## config.mk

```make
export PLATFORM = sky130hd
export DESIGN_NAME = gf2m_digit_serial_mult
export DESIGN_NICKNAME = d
export VERILOG_FILES = /design/src/rtl/gf2m_pkg.sv /design/src/rtl/gf2m_digit_step.sv /design/src/rtl/gf2m_digit_serial_mult.sv
export SDC_FILE = /design/constraint.sdc
export NUM_CORES = 1
export LEC_CHECK = 0
export ABC_AREA = 1
export ABC_CLOCK_PERIOD_IN_PS = 3400
export CAP_MARGIN = 20
export CELL_PAD_IN_SITES_DETAIL_PLACEMENT = 1
export CELL_PAD_IN_SITES_GLOBAL_PLACEMENT = 1
export CORE_MARGIN = 8
export CORE_UTILIZATION = 38
export DETAILED_ROUTE_END_ITERATION = 16
export PLACE_DENSITY_LB_ADDON = 0.1
export SYNTH_ARGS = -nofsm -noshare
export SYNTH_HDL_FRONTEND = slang
export SYNTH_SLANG_ARGS = --single-unit
```

## constraint.sdc

```tcl
create_clock -name clk -period 3.4 [get_ports clk]
set_clock_uncertainty 0.15 [all_clocks]
set_input_delay 0.68 -clock clk [delete_from_list [all_inputs] [get_ports clk]]
set_output_delay 0.68 -clock clk [all_outputs]
set_load 0.1 [all_outputs]
```

## src/rtl/gf2m_pkg.sv

```systemverilog
// Shared definitions for the digit-serial GF(2^M) multiplier.
//   state_t    : controller states (IDLE, RUN, DONE)
//   POLY_16    : low 16 bits of x^16 + x^5 + x^3 + x^2 + 1
//   calc_ndig  : number of D-bit digits needed to cover an M-bit operand
package gf2m_pkg;

    typedef enum logic [1:0] {
        IDLE = 2'd0,
        RUN  = 2'd1,
        DONE = 2'd2
    } state_t;

    localparam logic [15:0] POLY_16 = 16'h002D;

    function automatic int calc_ndig(input int m, input int d);
        return (m + d - 1) / d;
    endfunction

endpackage

```

## src/rtl/gf2m_digit_step.sv

```systemverilog
// One Horner iteration of the digit-serial multiplier (purely combinational).
//   z      : running accumulator, already reduced (degree < M)
//   a      : multiplicand, reduced
//   digit  : D bits of the multiplier, MSB first
//   z_next : (z * x^D + a * digit) mod (x^M + POLY), fully reduced
module gf2m_digit_step
    import gf2m_pkg::*;
#(
    parameter int           M    = 16,
    parameter int           D    = 8,
    parameter logic [M-1:0] POLY = M'(POLY_16)
) (
    input  logic [M-1:0] z,
    input  logic [M-1:0] a,
    input  logic [D-1:0] digit,
    output logic [M-1:0] z_next
);

    // Multiply by x and fold the carried-out x^M term back in as POLY.
    function automatic logic [M-1:0] mul_x(input logic [M-1:0] v);
        return {v[M-2:0], 1'b0} ^ (v[M-1] ? POLY : '0);
    endfunction

    logic [M-1:0] z_shift;
    logic [M-1:0] pp;

    always_comb begin
        z_shift = z;
        for (int i = 0; i < D; i++) begin
            z_shift = mul_x(z_shift);
        end
        // a * digit built by its own Horner pass so every intermediate
        // stays below degree M, whatever POLY looks like.
        pp = '0;
        for (int j = D - 1; j >= 0; j--) begin
            pp = mul_x(pp);
            if (digit[j]) begin
                pp = pp ^ a;
            end
        end
        z_next = z_shift ^ pp;
    end

endmodule

```

## src/rtl/gf2m_digit_serial_mult.sv

```systemverilog
// Digit-serial GF(2^M) multiplier / multiply-accumulate with valid/ready
// handshakes on both sides.
//   clk, rst_n          : clock, asynchronous active-low reset
//   in_valid, in_ready  : operand handshake (accepted only in IDLE)
//   mode                : 0 = A*B, 1 = A*B + c_in
//   a_in, b_in, c_in    : operands (c_in ignored when mode = 0)
//   out_valid, out_ready: result handshake (result held in DONE)
//   c_out               : result, holds its value after the handshake
//   busy                : high while digits are being processed
module gf2m_digit_serial_mult
    import gf2m_pkg::*;
#(
    parameter int           M    = 16,
    parameter int           D    = 8,
    parameter logic [M-1:0] POLY = M'(POLY_16)
) (
    input  logic         clk,
    input  logic         rst_n,
    input  logic         in_valid,
    output logic         in_ready,
    input  logic         mode,
    input  logic [M-1:0] a_in,
    input  logic [M-1:0] b_in,
    input  logic [M-1:0] c_in,
    output logic         out_valid,
    input  logic         out_ready,
    output logic [M-1:0] c_out,
    output logic         busy
);

    localparam int NDIG = calc_ndig(M, D);
    localparam int BW   = NDIG * D;
    localparam int CW   = (NDIG > 1) ? $clog2(NDIG) : 1;

    localparam logic [CW-1:0] CNT_LAST = CW'(NDIG - 1);
    localparam logic [CW-1:0] CNT_ONE  = CW'(1);

    state_t        state_q;
    state_t        state_d;
    logic [M-1:0]  a_q;
    logic [BW-1:0] b_q;
    logic [M-1:0]  cacc_q;
    logic [M-1:0]  z_q;
    logic [CW-1:0] cnt_q;
    logic [D-1:0]  digit;
    logic [M-1:0]  z_next;

    // B is zero-padded at the top, so the leading digit may be partly empty.
    assign digit = b_q[int'(cnt_q) * D +: D];

    gf2m_digit_step #(
        .M    (M),
        .D    (D),
        .POLY (POLY)
    ) u_step (
        .z      (z_q),
        .a      (a_q),
        .digit  (digit),
        .z_next (z_next)
    );

    always_ff @(posedge clk or negedge rst_n) begin
        if (!rst_n) begin
            state_q <= IDLE;
        end else begin
            state_q <= state_d;
        end
    end

    always_comb begin
        state_d = state_q;
        case (state_q)
            IDLE:    if (in_valid)       state_d = RUN;
            RUN:     if (cnt_q == '0)    state_d = DONE;
            DONE:    if (out_ready)      state_d = IDLE;
            default:                     state_d = IDLE;
        endcase
    end

    always_comb begin
        in_ready  = 1'b0;
        busy      = 1'b0;
        out_valid = 1'b0;
        case (state_q)
            IDLE:    in_ready  = 1'b1;
            RUN:     busy      = 1'b1;
            DONE:    out_valid = 1'b1;
            default: in_ready  = 1'b0;
        endcase
    end

    // Datapath. Mode is not stored separately: forcing the addend to zero
    // for a plain multiply makes the final XOR a no-op.
    always_ff @(posedge clk or negedge rst_n) begin
        if (!rst_n) begin
            a_q    <= '0;
            b_q    <= '0;
            cacc_q <= '0;
            z_q    <= '0;
            cnt_q  <= '0;
            c_out  <= '0;
        end else begin
            case (state_q)
                IDLE: begin
                    if (in_valid) begin
                        a_q    <= a_in;
                        b_q    <= BW'(b_in);
                        cacc_q <= mode ? c_in : '0;
                        z_q    <= '0;
                        cnt_q  <= CNT_LAST;
                    end
                end
                RUN: begin
                    z_q   <= z_next;
                    cnt_q <= cnt_q - CNT_ONE;
                    if (cnt_q == '0) begin
                        c_out <= z_next ^ cacc_q;
                    end
                end
                default: begin
                end
            endcase
        end
    end

endmodule

```

==> flow_metrics.env, run 1 <==
export IMPL_rr_worst_depth=18
export IMPL_cts_sinks=83
export IMPL_tritoncts="built"
export IMPL_finalWirelength_um=20300
export IMPL_period_share=0.883
export IMPL_drt_first_pass_iters=4
export IMPL_max_slew_margin=0.542
export IMPL_vias=5952
export IMPL_max_freq_mhz=333
export IMPL_worstSetupEndpointType="flop"
export IMPL_status="finished, final reports clean"
export IMPL_syn_cell_area_mm2=0.00610
export IMPL_cpMaxStageDelayCell="dfrtp_1"
export IMPL_numCtsBuffers=9
export IMPL_die_area_mm2=0.0204
export IMPL_setup_viol=0
export IMPL_ys_seq_area_frac=0.340
export IMPL_gp_congestion=0.870
export IMPL_ctsResizeCount=0
export IMPL_initial_core_util=0.387
export IMPL_grt_pass1_vias=6415
export IMPL_crit_family="simple AND/OR/NAND/NOR gates"
export IMPL_area_delta_synth_final_pct=19.9
export IMPL_yosys_warnings=0
export IMPL_startpoint_type="flop"
export IMPL_cp_arrival_ps=3090
export IMPL_num_antenna_cells=0
export IMPL_clk_latency_ps=360
export IMPL_setup_tns_ps=0
export IMPL_worstMarginPinSlew_ps=685
export IMPL_layout_nets=1040
export IMPL_worst_path_buf_inv=3
export IMPL_hp_class="in -> async"
export IMPL_cp_num_cells=18
export IMPL_place_inst=1192
export IMPL_synth_cell_type_count=29
export IMPL_dp_hpwl_um=15600
export IMPL_crit_required_ps=3490
export IMPL_slew_violations=0
export IMPL_avgSynthCellArea_um2=6.64
export IMPL_finalHoldViolations=0
export IMPL_drt_iter0_drc=236
export IMPL_post_cts_buffers=0
export IMPL_synth_top_area_cell="dfrtp_1"
export IMPL_clockBufferDepth=2
export IMPL_clk_pin_slew_ps=70
export IMPL_ys_seq_elements=83
export IMPL_crit_path_cell_trace="inv_2 > nand2_2 > nand2_1 > buf_4 > nor2_1 > o21ai_0 > nand2_1 > nand2_1 > nand2_1 > inv_1 > nand3_1 > nand3_1 > nand2_1 > nand3_1 > nand2_1 > nand2_1 > nand3_1 > nand2_1"
export IMPL_synth_fp_nets=972
export IMPL_grt_use_total=0.214
export IMPL_die_w_um=143
export IMPL_die_h_um=143
export IMPL_ctsHoldBuffers=0
export IMPL_multi_input_area_mm2=0.00346
export IMPL_layout_cells_non_filler=1208
export IMPL_ff_latch_area_mm2=0.00208
export IMPL_antenna_found_initial=0
export IMPL_syn_inst=919
export IMPL_clock_root_buffer="clkbuf_16"
export IMPL_ant_nets=0
export IMPL_cp_common_cell="nand2_1"
export IMPL_grt_overflow=0
export IMPL_via_per_inst=4.93
export IMPL_synth_top_area_frac=0.340
export IMPL_crit_fanout=12
export IMPL_rsz0062_at_grt="false"
export IMPL_drc=0
export IMPL_core_mm2=0.0158
export IMPL_max_cap_viol_count=0
export IMPL_rows=46
export IMPL_path_class="reg -> reg"
export IMPL_grt_max_degree=59
export IMPL_synthTopCellsByArea="dfrtp_1, nand2_1, xnor2_1, nand3_1, xor2_1"
export IMPL_grt_pass1_wl_um=33800
export IMPL_fin_crit_ps=3000
export IMPL_drive_gt1_frac=0.0716
export IMPL_h_tree_depth=3
export IMPL_wl_per_cell_um=16.8
export IMPL_io_buffers=71
export IMPL_cp_slowest_stage_delay_ps=640
export IMPL_fill_cells=2085
export IMPL_num_io_pins=72
-- stage by stage --
stage | cell area, um^2 | utilization | hold WS [ps] | setup WS, ps
floorplan | 6100 | - | 234 | 8.14
global placement | 6990 | 0.444 | 318 | 373
detailed placement | 6990 | 0.444 | 318 | 273
CTS | 7310 | 0.464 | 123 | 307
global route | 7320 | 0.464 | 146 | 48.1
finish | 7320 | 0.464 | 116 | 397
-- synthesized netlist by cell type (all sizes together) --
cell / n
a21oi: 1
o21ai: 73
o211ai: 2
xnor2: 52
clkinv: 5
a22o: 1
nor2: 110
nand3: 87
nand2: 300
o31ai: 1
o22ai: 4
inv: 107
dfrtp: 83
xor2: 49
clkbuf: 14
or2: 9
buf: 13
nand3b: 8
-- area by class of cell --
class | count | share of cell area
repair buffers | 84 | 0.105
inverters | 112 | 0.0575
well taps | 216 | 0.0369
multi-input cells | 697 | 0.473
flip-flops and latches | 83 | 0.284
clock inverters | 5 | 0.00923
clock buffers | 11 | 0.0345
-- worst reg2reg max path: stages, from the launching register on --
cell and delay (ps):
dfrtp_1 640, inv_2 160, nand2_2 140, nand2_1 180
buf_4 230, nor2_1 120, o21ai_0 100, nand2_1 90
nand2_1 70, nand2_1 190, inv_1 100, nand3_1 120
nand3_1 150, nand2_1 100, nand3_1 80, nand2_1 100
nand2_1 50, nand3_1 60, nand2_1 50
-- logic make-up after synthesis --
| group | count (synthesis) | synth area share |
|---|---|---|
| compound gates | 82 | 0.0717 |
| simple gates | 514 | 0.349 |
| flops | 83 | 0.340 |
| xor+xnor | 101 | 0.145 |
| buf+inv | 139 | 0.0937 |
-- final timing paths --
| kind | slack [ps] | startpoint | to |
|---|---|---|---|
| worst max register to register | 400 | cnt_q | c_out[6] |
| max in group asynchronous | 2330 | rst_n | z_q[8] |
| worst min-delay path | 120 | rst_n | b_q[6] |
| worst min register to register | 330 | c_out[8] | c_out[8] |
| worst max-delay path | 400 | cnt_q | c_out[6] |
| min in group clk | 330 | c_out[8] | c_out[8] |
-- cell usage in the layout (no fill, tap or decap), types with 2 or more instances in the layout --
cell type and instances:
nand3_1 87, buf_4 32, inv_2 2, o211ai_1 2, xnor2_1 52, clkinv_4 2, dfrtp_1 83, nand2_2 13
nor2_1 107, o21ai_0 61, o21ai_2 3, nor2_2 2, o21ai_1 9, clkbuf_16 9, clkbuf_8 2, nand3b_1 8
clkinv_1 5, nand2_1 287, or2_1 7, xor2_1 49, o22ai_1 4, clkdlybuf4s50_1 51, inv_1 105
-- layer usage --
layer / part of all wire / vias to the layer above / global-route usage
met4: 0.026 / 0 / 0.0766
met1: 0.47 / 2872 / 0.277
li1: - / 2958 / -
met2: 0.47 / 95 / 0.352
met3: 0.030 / 27 / 0.0374
met5: 0 / - / 0
-- registers in the layout, summed over array words and instances (netlist names) --
signal	flops
cnt_q	1
state_q	2
b_q	16
c_out	16
a_q	16
cacc_q	16
z_q	16
Power of run 1 is left out: the tool's default activity adds up to more than one toggle a clock period on the data nets, which glitch-free logic cannot reach.
==> inputs of run 2 (changes only) <==
MAX_ROUTING_LAYER = met4   (was not set)
==> flow_metrics.env, run 2 (same netlist as run 1, synthesis figures left out) <==
export IMPL_status="finished, final reports clean"
export IMPL_max_cap_viol_count=0
export IMPL_tritoncts="built"
export IMPL_drt_iter0_drc=233
export IMPL_die_w_um=143
export IMPL_hp_class="in -> async"
export IMPL_num_io_pins=72
export IMPL_die_area_mm2=0.0204
export IMPL_antenna_found_initial=0
export IMPL_ant_nets=0
export IMPL_cts_sinks=83
export IMPL_drc=0
export IMPL_final_cell_area_mm2=0.00732
export IMPL_grt_pass1_wl_um=33800
export IMPL_clk_latency_ps=360
export IMPL_grt_overflow=0
export IMPL_startpoint_type="flop"
export IMPL_crit_family="simple AND/OR/NAND/NOR gates"
export IMPL_setup_tns_ps=0
export IMPL_cpMaxStageDelayCell="dfrtp_1"
export IMPL_rows=46
export IMPL_wl_per_cell_um=16.8
export IMPL_max_freq_mhz=334
export IMPL_clockBufferDepth=2
export IMPL_num_antenna_cells=0
export IMPL_ctsHoldBuffers=0
export IMPL_drive_gt1_frac=0.0716
export IMPL_clk_pin_slew_ps=70
export IMPL_grt_pass1_vias=6423
export IMPL_initial_core_util=0.387
export IMPL_layout_common_cells="nand2_1, nor2_1, inv_1, nand3_1, dfrtp_1"
export IMPL_path_class="reg -> reg"
export IMPL_crit_fanout=14
export IMPL_io_buffers=71
export IMPL_finalHoldViolations=0
export IMPL_dp_hpwl_um=15600
export IMPL_clock_root_buffer="clkbuf_16"
export IMPL_post_cts_buffers=0
export IMPL_vias=5967
export IMPL_core_mm2=0.0158
export IMPL_max_slew_margin=0.533
export IMPL_finalWirelength_um=20300
export IMPL_worstMarginPinSlew_ps=699
export IMPL_grt_use_total=0.220
export IMPL_layout_cells_non_filler=1208
export IMPL_numCtsBuffers=9
export IMPL_crit_required_ps=3500
export IMPL_worstSetupEndpointType="flop"
export IMPL_area_delta_synth_final_pct=19.9
export IMPL_via_per_inst=4.94
export IMPL_setup_viol=0
export IMPL_die_h_um=143
export IMPL_cp_common_cell="nand2_1"
export IMPL_dpl_cell_area_mm2=0.00699
export IMPL_place_inst=1192
export IMPL_rsz0062_at_grt="false"
export IMPL_h_tree_depth=3
export IMPL_worst_path_buf_inv=3
export IMPL_crit_path_cell_trace="inv_2 > nand2_1 > nand2_2 > nor2_1 > nand2_1 > nand2_1 > inv_1 > nand2_1 > nand3b_1 > nand2_2 > inv_1 > nand2_1 > nand2_1 > nand3b_1 > nand2_1 > nand2_1 > nand3_1 > nand2_1"
export IMPL_final_common_cell="nand2_1"
export IMPL_fin_crit_ps=3000
export IMPL_cp_arrival_ps=3090
export IMPL_layout_nets=1040
export IMPL_cp_slowest_stage_delay_ps=640
export IMPL_period_share=0.881
export IMPL_gp_congestion=0.884
export IMPL_slew_violations=0
export IMPL_drt_first_pass_iters=4
export IMPL_grt_max_degree=59
## run 2: cell counts in the layout (fill, tap and decap cells not counted)
Identical to the previous run, type by type.
## run 2: path summary, 6_finish.rpt
| check | start | endpoint | slack, ps | cells past startpoint |
|---|---|---|---|---|
| max | cnt_q | c_out[2] | 400 | 18 |
| min | rst_n | b_q[6] | 110 | 1 |
| max reg2reg | cnt_q | c_out[2] | 400 | 18 |
| min reg2reg | c_out[8] | c_out[8] | 330 | 2 |
| max in group asynchronous | rst_n | z_q[8] | 2330 | 2 |
| min in group clk | c_out[8] | c_out[8] | 330 | 2 |
## run 2: cell type report
type	instances	area, um^2
Tap cell	216	270
Fill cell	2085	8450
Sequential cell	83	2080
Clock inverter	5	67.6
Inverter	112	420
Clock buffer	11	253
Multi-Input combinational cell	697	3460
Timing Repair Buffer	84	771
## run 2: timing repair
item | CTS | global route
endpoints found under the hold margin | 0 | 0
setup endpoints to repair | 0 | 6
gates resized for setup | 0 | 1
## run 2: per-layer routing
metal  wire length, um  GRT usage  up-vias
met5                 0          -        -
met4               518     0.0749        0
met2              9580      0.353      109
met3               676     0.0381       29
met1              9490      0.276     2869
li1                  -          -     2960
## run 2: stage by stage
stage | hold WS, ps | setup slack, ps | utilization
after floorplan | 234 | 8.14 | -
after global placement | 318 | 373 | 0.444
after detailed placement | 318 | 273 | 0.444
after CTS | 123 | 307 | 0.464
after global routing | 146 | 48.0 | 0.464
final | 115 | 405 | 0.464
Power of run 2 is left out for the same reason.
==> inputs of run 3 (changes only) <==
SLEW_MARGIN = 20   (was not set)
==> results of run 3 <==
No change in the layout: final DEF, timing and power equal those of run 2.
Power of run 3 is left out for the same reason.
